===== config.mk =====
export PLATFORM = sky130hd
export DESIGN_NAME = ex_mem_skid_stage
export DESIGN_NICKNAME = d
export VERILOG_FILES = /design/src/rtl/pipe_pkg.sv /design/src/rtl/pipe_slot.sv /design/src/rtl/ex_mem_skid_stage.sv
export SDC_FILE = /design/constraint.sdc
export NUM_CORES = 1
export LEC_CHECK = 0
export CELL_PAD_IN_SITES_DETAIL_PLACEMENT = 1
export CELL_PAD_IN_SITES_GLOBAL_PLACEMENT = 1
export CORE_UTILIZATION = 39
export DETAILED_ROUTE_END_ITERATION = 16
export PLACE_DENSITY_LB_ADDON = 0.1
export SYNTH_ARGS = -nofsm -noshare
export SYNTH_HDL_FRONTEND = slang
export SYNTH_HIERARCHICAL = 1
export SYNTH_SLANG_ARGS = --single-unit

===== constraint.sdc =====
create_clock -name clk -period 5.4 [get_ports clk]
set_clock_uncertainty 0.2 [all_clocks]
set_input_delay 1.08 -clock clk [delete_from_list [all_inputs] [get_ports clk]]
set_output_delay 1.08 -clock clk [all_outputs]
set_load 0.005 [all_outputs]

===== src/rtl/pipe_pkg.sv =====
// Shared types for the EX/MEM pipeline stage.
//   mem_ctrl_t   : {MemRead, MemWrite, RegWrite, MemtoReg}, MSB first
//   slot_t       : one stage entry at the default widths
//   capture_ctrl : clears RegWrite for writes aimed at r0
package pipe_pkg;

  localparam int unsigned CTRL_W     = 4;
  localparam int unsigned DEF_DATA_W = 32;
  localparam int unsigned DEF_REG_AW = 5;

  typedef struct packed {
    logic mem_read;
    logic mem_write;
    logic reg_write;
    logic mem_to_reg;
  } mem_ctrl_t;

  typedef struct packed {
    logic                  valid;
    mem_ctrl_t             ctrl;
    logic [DEF_REG_AW-1:0] wn;
    logic [DEF_DATA_W-1:0] rd2;
    logic [DEF_DATA_W-1:0] alu;
  } slot_t;

  // r0 is hard-wired to zero, so a write to it is never reported as a
  // register write downstream or to the forwarding logic.
  function automatic mem_ctrl_t capture_ctrl(input mem_ctrl_t c, input logic wn_is_r0);
    mem_ctrl_t r;
    r = c;
    if (wn_is_r0) r.reg_write = 1'b0;
    return r;
  endfunction

endpackage


===== src/rtl/pipe_slot.sv =====
// One valid+payload register of the EX/MEM stage.
//   clk, reset : clock, synchronous active-high reset (zeroes everything)
//   clear      : synchronous kill, same effect as reset
//   load       : capture d_* and set valid
//   drop       : clear valid only; payload holds its last value
//   d_*        : payload inputs
//   q_*        : registered valid and payload
// Priority: reset/clear > load > drop.
module pipe_slot
  import pipe_pkg::*;
#(
  parameter int unsigned DATA_W = DEF_DATA_W,
  parameter int unsigned REG_AW = DEF_REG_AW
) (
  input  logic              clk,
  input  logic              reset,
  input  logic              clear,
  input  logic              load,
  input  logic              drop,
  input  mem_ctrl_t         d_ctrl,
  input  logic [REG_AW-1:0] d_wn,
  input  logic [DATA_W-1:0] d_rd2,
  input  logic [DATA_W-1:0] d_alu,
  output logic              q_valid,
  output mem_ctrl_t         q_ctrl,
  output logic [REG_AW-1:0] q_wn,
  output logic [DATA_W-1:0] q_rd2,
  output logic [DATA_W-1:0] q_alu
);

  always_ff @(posedge clk) begin
    if (reset || clear) begin
      q_valid <= 1'b0;
      q_ctrl  <= '0;
      q_wn    <= '0;
      q_rd2   <= '0;
      q_alu   <= '0;
    end else if (load) begin
      q_valid <= 1'b1;
      q_ctrl  <= d_ctrl;
      q_wn    <= d_wn;
      q_rd2   <= d_rd2;
      q_alu   <= d_alu;
    end else if (drop) begin
      q_valid <= 1'b0;
    end
  end

endmodule


===== src/rtl/ex_mem_skid_stage.sv =====
// Elastic EX/MEM pipeline stage with valid/ready on both sides.
//   clk, reset, flush   : clock, synchronous active-high reset, synchronous kill
//   in_valid / in_ready : EX-side handshake
//   *_in                : ALU result, store data, dest register, {MemRead,MemWrite,RegWrite,MemtoReg}
//   out_valid/out_ready : MEM-side handshake
//   *_out               : held entry; ctrl_out is zero whenever out_valid is low
//   fwd_*               : forwarding tap for the EX hazard unit
// SKID=1 adds a second slot so in_ready comes straight from a flop;
// SKID=0 uses one slot with a combinational in_ready.
module ex_mem_skid_stage
  import pipe_pkg::*;
#(
  parameter int unsigned DATA_W = DEF_DATA_W,
  parameter int unsigned REG_AW = DEF_REG_AW,
  parameter int unsigned SKID   = 1
) (
  input  logic              clk,
  input  logic              reset,
  input  logic              flush,
  input  logic              in_valid,
  output logic              in_ready,
  input  logic [DATA_W-1:0] alu_out_in,
  input  logic [DATA_W-1:0] rfile_rd2_in,
  input  logic [REG_AW-1:0] rfile_wn_in,
  input  logic [CTRL_W-1:0] ctrl_in,
  output logic              out_valid,
  input  logic              out_ready,
  output logic [DATA_W-1:0] alu_out_out,
  output logic [DATA_W-1:0] rfile_rd2_out,
  output logic [REG_AW-1:0] rfile_wn_out,
  output logic [CTRL_W-1:0] ctrl_out,
  output logic              fwd_valid,
  output logic [REG_AW-1:0] fwd_wn,
  output logic [DATA_W-1:0] fwd_data
);

  logic              accept;
  mem_ctrl_t         cap_ctrl;

  logic              m_load, m_drop, m_sel_s;
  mem_ctrl_t         m_d_ctrl;
  logic [REG_AW-1:0] m_d_wn;
  logic [DATA_W-1:0] m_d_rd2, m_d_alu;
  logic              m_valid;
  mem_ctrl_t         m_ctrl;
  logic [REG_AW-1:0] m_wn;
  logic [DATA_W-1:0] m_rd2, m_alu;

  logic              s_valid;
  mem_ctrl_t         s_ctrl;
  logic [REG_AW-1:0] s_wn;
  logic [DATA_W-1:0] s_rd2, s_alu;

  assign accept = in_valid & in_ready;

  always_comb begin
    cap_ctrl = capture_ctrl(mem_ctrl_t'(ctrl_in), rfile_wn_in == '0);
  end

  // M is refilled either from S (older entry) or straight from EX.
  always_comb begin
    if (m_sel_s) begin
      m_d_ctrl = s_ctrl;
      m_d_wn   = s_wn;
      m_d_rd2  = s_rd2;
      m_d_alu  = s_alu;
    end else begin
      m_d_ctrl = cap_ctrl;
      m_d_wn   = rfile_wn_in;
      m_d_rd2  = rfile_rd2_in;
      m_d_alu  = alu_out_in;
    end
  end

  pipe_slot #(.DATA_W(DATA_W), .REG_AW(REG_AW)) u_m (
    .clk     (clk),
    .reset   (reset),
    .clear   (flush),
    .load    (m_load),
    .drop    (m_drop),
    .d_ctrl  (m_d_ctrl),
    .d_wn    (m_d_wn),
    .d_rd2   (m_d_rd2),
    .d_alu   (m_d_alu),
    .q_valid (m_valid),
    .q_ctrl  (m_ctrl),
    .q_wn    (m_wn),
    .q_rd2   (m_rd2),
    .q_alu   (m_alu)
  );

  generate
    if (SKID != 0) begin : g_skid
      logic m_free;
      logic s_load, s_drop;

      assign m_free = ~m_valid | out_ready;

      // S only ever holds an entry when M is full, so "S occupied" is the
      // same as "stage full"; in_ready is taken directly from the S flop.
      assign in_ready = ~s_valid;

      always_comb begin
        m_load  = 1'b0;
        m_drop  = 1'b0;
        m_sel_s = 1'b0;
        s_load  = 1'b0;
        s_drop  = 1'b0;
        if (m_free) begin
          if (s_valid) begin
            m_load  = 1'b1;
            m_sel_s = 1'b1;
            s_drop  = 1'b1;
            s_load  = accept;
          end else begin
            m_load  = accept;
            m_drop  = ~accept;
          end
        end else begin
          s_load = accept;
        end
      end

      pipe_slot #(.DATA_W(DATA_W), .REG_AW(REG_AW)) u_s (
        .clk     (clk),
        .reset   (reset),
        .clear   (flush),
        .load    (s_load),
        .drop    (s_drop),
        .d_ctrl  (cap_ctrl),
        .d_wn    (rfile_wn_in),
        .d_rd2   (rfile_rd2_in),
        .d_alu   (alu_out_in),
        .q_valid (s_valid),
        .q_ctrl  (s_ctrl),
        .q_wn    (s_wn),
        .q_rd2   (s_rd2),
        .q_alu   (s_alu)
      );
    end else begin : g_noskid
      assign in_ready = ~m_valid | out_ready;
      assign s_valid  = 1'b0;
      assign s_ctrl   = '0;
      assign s_wn     = '0;
      assign s_rd2    = '0;
      assign s_alu    = '0;

      always_comb begin
        m_sel_s = 1'b0;
        m_load  = accept;
        m_drop  = m_valid & out_ready & ~accept;
      end
    end
  endgenerate

  assign out_valid     = m_valid;
  assign alu_out_out   = m_alu;
  assign rfile_rd2_out = m_rd2;
  assign rfile_wn_out  = m_wn;
  assign ctrl_out      = m_valid ? CTRL_W'(m_ctrl) : '0;
  assign fwd_valid     = m_valid & m_ctrl.reg_write;
  assign fwd_wn        = m_wn;
  assign fwd_data      = m_alu;

endmodule


==> run summary, run 1 <==
Crit end category - register
HP Class - register to register
Pwr Density - 299.0 nW/um^2
TritonCTS Buffers - 17
Via count of the first global-routing pass - 5095
Most common cell after layout, fill and taps aside - clkdlybuf4s50_1
Clock slew at reported path FFs - 0.06 ns
Cells after synthesis - 611
Setup tns final - 0 ns
Register area share after synthesis - 45.08%
Peak Freq - 312.0 MHz
Total track usage - 19.16%
Critical path data arrival time - 3.29 ns
Pin count of the biggest net entering global routing - 75
Max cap viols - 0
Max-slew violations - 0
Vias post-DR - 4789
GRT Residual Overflow - 0
Synth cell types - 18
DR iter-0 viols - 150
Antenna Diode Count - 0
RSZ-0062 raised after global routing - no
Die H - 131.8 um
PostCTS Resize Cnt - 0
Core footprint - 16520 um^2
Pleak - 3.163 nW
Yosys warning count - 6
Fin crit share - 59.36%
# fillers - 1810
Worst slew margin - 27.73%
CTS tree - built
Ports - 191
Hold_buf cts - 0
Worst path required time - 5.48 ns
Area share of the largest cell type after synthesis - 45.08%
Initial Util - 39.77%
Nets - 824
Layout cells sized above 1 - 14.49%
Initial antenna violation count - 0
Post-synth top area cell - dfxtp_1
Rows - 47
Setup Buffers After CTS - 0
DRC - 0
Critical path type - input port to register
Clk Latency, worst-skew pair - 0.42 ns
Detailed Place HPWL - 10330 um
Clk buf depth - 2
Area grow syn2layout - 33.66%
Final WL - 16310 um
Dpl cells - 947
Outcome - completed
Total power - 2.627 mW
Drt wl/cell - 16.66 um
Final setup vio count - 0
CTS sink count - 148
Worst-Margin Slew - 1.084 ns
H-tree levels - 4
IO buf count - 190
Vias/cell - 4.892
Drt pass-1 iters - 4
Die W - 131.8 um
Worst Setup Start Kind - input port
Count of non-filler cells in the finished layout - 979
Clock root buffer - clkbuf_16
First-pass GRT wire length - 26180 um
Die area - 17380 um^2
RD Place Congestion - 0.6920
Crit path max fanout - 74
Syn nets - 689
Tmin final - 3.206 ns
VDD IR max - 0.0002203 V
Highest-count cells in the layout ignoring fill and taps - clkdlybuf4s50_1 (190), dfxtp_1 (148), mux2i_1 (146), nor2_1 (146), mux2_2 (68)
Yosys reg bits - 148
Hold Vio Cnt, Final - 0
Main area contributors after synthesis - dfxtp_1 (45%), mux2i_1 (22%), mux2_2 (12%)
Synthesized area - 6573 um^2
Final ANT Viol Nets - 0
Avg Cell Area, Syn - 10.76 um^2
## layout make-up
type	count	area [um^2]	share of cell area, %
clock buffers	21	470.5	5.355
clock inverters	11	151.4	1.723
inverters	3	11.26	0.1282
multi-input cells	382	2957	33.66
flip-flops and latches	148	2963	33.73
well taps	220	275.3	3.133
repair buffers	194	1957	22.28
## cells by family after synthesis
group,synth area share [%]
simple gates,9.633
compound gates,0.3807
mux,34.74
flops,45.08
buf+inv,10.17
## state kept, by name, summed over array words and instances, names as in the netlist, 4 cells and up
register and cells:
g_skid.u_s/q_alu 32, g_skid.u_s/q_ctrl 4, g_skid.u_s/q_rd2 32, g_skid.u_s/q_wn 5, u_m/q_alu 32, u_m/q_ctrl 4, u_m/q_rd2 32, u_m/q_wn 5
## critical path, stage by stage
cell,delay (ns)
clkdlybuf4s50_1,0.44
nand2b_1,0.19
and2_4,0.89
mux2_2,0.42
mux2i_1,0.17
nor2_1,0.05
## power by group
part | switching, mW | internal, mW | leakage (nW)
combinational | 0.105 | 0.160 | 1.68
clock | 0.468 | 0.764 | 0.280
sequential | 0.0158 | 1.11 | 1.20
## final timing paths
| check | startpoint | end | slack (ns) | cells past startpoint |
|---|---|---|---|---|
| max | out_ready | u_m/q_rd2[3]$_SDFFE_PP0P_ | 2.19 | 6 |
| min | g_skid.u_s/q_rd2[2]$_SDFFE_PP0P_ | g_skid.u_s/q_rd2[2]$_SDFFE_PP0P_ | 0.29 | 2 |
| max reg2reg | u_m/q_valid$_SDFFE_PP0P_ | u_m/q_rd2[3]$_SDFFE_PP0P_ | 2.91 | 5 |
| min reg2reg | g_skid.u_s/q_rd2[2]$_SDFFE_PP0P_ | g_skid.u_s/q_rd2[2]$_SDFFE_PP0P_ | 0.29 | 2 |
## Yosys cell counts, drive strengths merged
cell type / n
mux2i: 146
clkbuf: 2
mux2: 73
a21oi: 2
dfxtp: 148
nand2b: 3
o21a: 2
or2: 2
and2: 5
buf: 76
or4: 1
nor3b: 2
nor2: 146
inv: 3
## per-stage QoR
step                worst slack [ns]  cell area, um^2  hold WS, ns  utilization, %
floorplan                      2.899             6573       0.2522               -
global placement               1.763             8163       0.2661           49.40
detailed placement             1.727             8163       0.2802           49.40
CTS                            2.173             8785       0.2945           53.16
global route                   2.028             8785       0.3164           53.16
finish                         2.194             8785       0.2863           53.16
## per-layer routing
metal  share of wire, %  GRT usage, %
met2                 51         34.19
met3                4.5         5.037
met4                1.7         6.912
met1                 43         21.94
met5                  0             0
(Power assumes the default switching activity.)
==> inputs of run 2 (changes only) <==
--- a/config.mk
+++ b/config.mk
@@ -7,7 +7,7 @@
 export LEC_CHECK = 0
 export CELL_PAD_IN_SITES_DETAIL_PLACEMENT = 1
 export CELL_PAD_IN_SITES_GLOBAL_PLACEMENT = 1
-export CORE_UTILIZATION = 39
+export CORE_UTILIZATION = 33
 export DETAILED_ROUTE_END_ITERATION = 16
 export PLACE_DENSITY_LB_ADDON = 0.1
 export SYNTH_ARGS = -nofsm -noshare
==> constraint.sdc (replaced) <==
create_clock -name clk -period 2.62 [get_ports clk]
set_clock_uncertainty 0.2 [all_clocks]
set_input_delay 0.524 -clock clk [delete_from_list [all_inputs] [get_ports clk]]
set_output_delay 0.524 -clock clk [all_outputs]
set_load 0.005 [all_outputs]
==> run summary, run 2 (synthesis results as in run 1) <==
RD Place Congestion - 0.6785 (was 0.6920)
Clock slew at reported path FFs - 0.06 ns (about the same)
Worst slew margin - 72.03% (was 27.73%)
Switch Pwr - 1.202 mW (was 588.4 uW)
Fin area - 8961 um^2 (was 8785 um^2)
VDD IR max - 0.0004151 V (was 0.0002203 V)
RSZ-0062 raised after global routing - no (unchanged)
Via count of the first global-routing pass - 5067 (was 5095)
Ports - 191 (unchanged)
Final setup vio count - 0 (unchanged)
HP Class - register to register (unchanged)
Antenna Diode Count - 0 (unchanged)
Area grow syn2layout - 36.34% (was 33.66%)
Drt wl/cell - 16.17 um (was 16.66 um)
Seq pwr share - 43.7% (was 43.0%)
Clock power frac - 45.7% (was 46.9%)
P_int - 4.126 mW (was 2.038 mW)
Crit end category - output port (was register)
Die H - 143.1 um (was 131.8 um)
Setup Buffers After CTS - 0 (unchanged)
IO buf count - 190 (unchanged)
Vias/cell - 4.610 (was 4.892)
Layout cells sized above 1 - 15.63% (was 14.49%)
Final WL - 16700 um (was 16310 um)
CTS sink count - 148 (unchanged)
Worst Setup Start Kind - register (was input port)
DRC - 0 (unchanged)
Worst-Margin Slew - 0.4195 ns (was 1.084 ns)
Max cap viols - 0 (unchanged)
Most common cell after layout, fill and taps aside - clkdlybuf4s50_1 (unchanged)
Clock root buffer - clkbuf_16 (unchanged)
TritonCTS Buffers - 17 (unchanged)
Pwr Density - 594.5 nW/um^2 (was 299.0 nW/um^2)
Pleak - 3.246 nW (was 3.163 nW)
Critical path data arrival time - 1.56 ns (was 3.29 ns)
Logic pwr share - 10.6% (was 10.1%)
Pin count of the biggest net entering global routing - 75 (unchanged)
Fin crit share - 87.19%
First-pass GRT wire length - 26380 um (was 26180 um)
Detailed Place HPWL - 11090 um (was 10330 um)
Core footprint - 19460 um^2 (was 16520 um^2)
Setup tns final - 0 ns (unchanged)
Final ANT Viol Nets - 0 (unchanged)
Total power - 5.328 mW (was 2.627 mW)
Highest-count cells in the layout ignoring fill and taps - clkdlybuf4s50_1 (190), dfxtp_1 (148), mux2i_1 (146), nor2_1 (146), mux2_2 (68) (unchanged)
Clk buf depth - 2 (unchanged)
Switching Share - 22.55% (was 22.40%)
Peak Freq - 437.7 MHz
DP Area - 8377 um^2 (was 8163 um^2)
Drt pass-1 iters - 4 (unchanged)
CTS tree - built (unchanged)
Tmin final - 2.284 ns
Register area - 2963 um^2 (unchanged)
Nets - 835 (was 824)
Crit path max fanout - 7 (was 74)
Max-slew violations - 0 (unchanged)
Initial antenna violation count - 0 (unchanged)
Clk Latency, worst-skew pair - 0.41 ns (was 0.42 ns)
PostCTS Resize Cnt - 0 (unchanged)
Initial Util - 33.77% (was 39.77%)
GRT Residual Overflow - 0 (unchanged)
Vias post-DR - 4762 (was 4789)
Total track usage - 16.83% (was 19.16%)
# fillers - 2083 (was 1810)
Die W - 143.1 um (was 131.8 um)
Rows - 51 (was 47)
Hold_buf cts - 0 (unchanged)
Die area - 20480 um^2 (was 17380 um^2)
Outcome - completed (unchanged)
Area of the multi-input gates - 2957 um^2 (unchanged)
Critical path type - register to output port (was input port to register)
Hold Vio Cnt, Final - 0 (unchanged)
DR iter-0 viols - 98 (was 150)
Worst path required time - 1.90 ns (was 5.48 ns)
H-tree levels - 4 (unchanged)
-- run 2: cell types whose count changed in the layout (fill, tap and decap cells not counted), sizes merged --
cell      delta
clkinv       +4
clkinvlp     -4
clkbuf       -4
inv          +2
buf         +11
-- run 2: worst paths after layout --
| path | start | endpoint | slack, ns | cells past startpoint |
|---|---|---|---|---|
| worst max-delay path | u_m/q_valid$_SDFFE_PP0P_ | fwd_valid | 0.34 | 2 |
| worst min-delay path | u_m/q_ctrl[3]$_SDFFE_PP0P_ | u_m/q_ctrl[3]$_SDFFE_PP0P_ | 0.29 | 2 |
| worst min register to register | u_m/q_ctrl[3]$_SDFFE_PP0P_ | u_m/q_ctrl[3]$_SDFFE_PP0P_ | 0.29 | 2 |
| worst max register to register | u_m/q_valid$_SDFFE_PP0P_ | g_skid.u_s/q_rd2[1]$_SDFFE_PP0P_ | 0.61 | 6 |
-- run 2: power by group through the flow --
stage | sequential (mW) | clock [mW] | combinational, mW
3_5_place_dp | 2.38 | 0 | 0.572
6_report | 2.33 | 2.43 | 0.566
3_3_place_gp | 2.37 | 0 | 0.559
4_1_cts | 2.33 | 2.50 | 0.576
2_1_floorplan | 2.37 | 0 | 0.302
5_1_grt | 2.33 | 2.60 | 0.613
-- run 2: layer usage --
layer	up-vias	global-route usage, %	routed length (um)
met5	-	0	0
met4	0	4.471	126
met3	10	5.131	964
met2	119	29.29	8214
met1	2326	19.90	7397
li1	2307	-	-
-- run 2: through the flow --
step	worst slack (ns)	utilization, %	hold slack [ns]	instances
global placement	0.07848	43.04	0.2661	1003
global route	0.2346	46.04	0.3236	1033
floorplan	0.6745	-	0.2522	611
CTS	0.2679	46.04	0.2934	1033
finish	0.3355	46.04	0.2869	1033
detailed placement	0.04516	43.04	0.2756	1003
-- run 2: critical path: stages (launching register included) --
cell,delay (ns)
dfxtp_1,0.44
and2_1,0.20
clkdlybuf4s50_1,0.51
-- run 2: cell type report --
cell class	instances	share of cell area [%]
multi-input cells	382	32.99
well taps	265	3.700
repair buffers	205	23.60
flip-flops and latches	148	33.06
inverters	3	0.1257
clock inverters	13	1.773
clock buffers	17	4.747
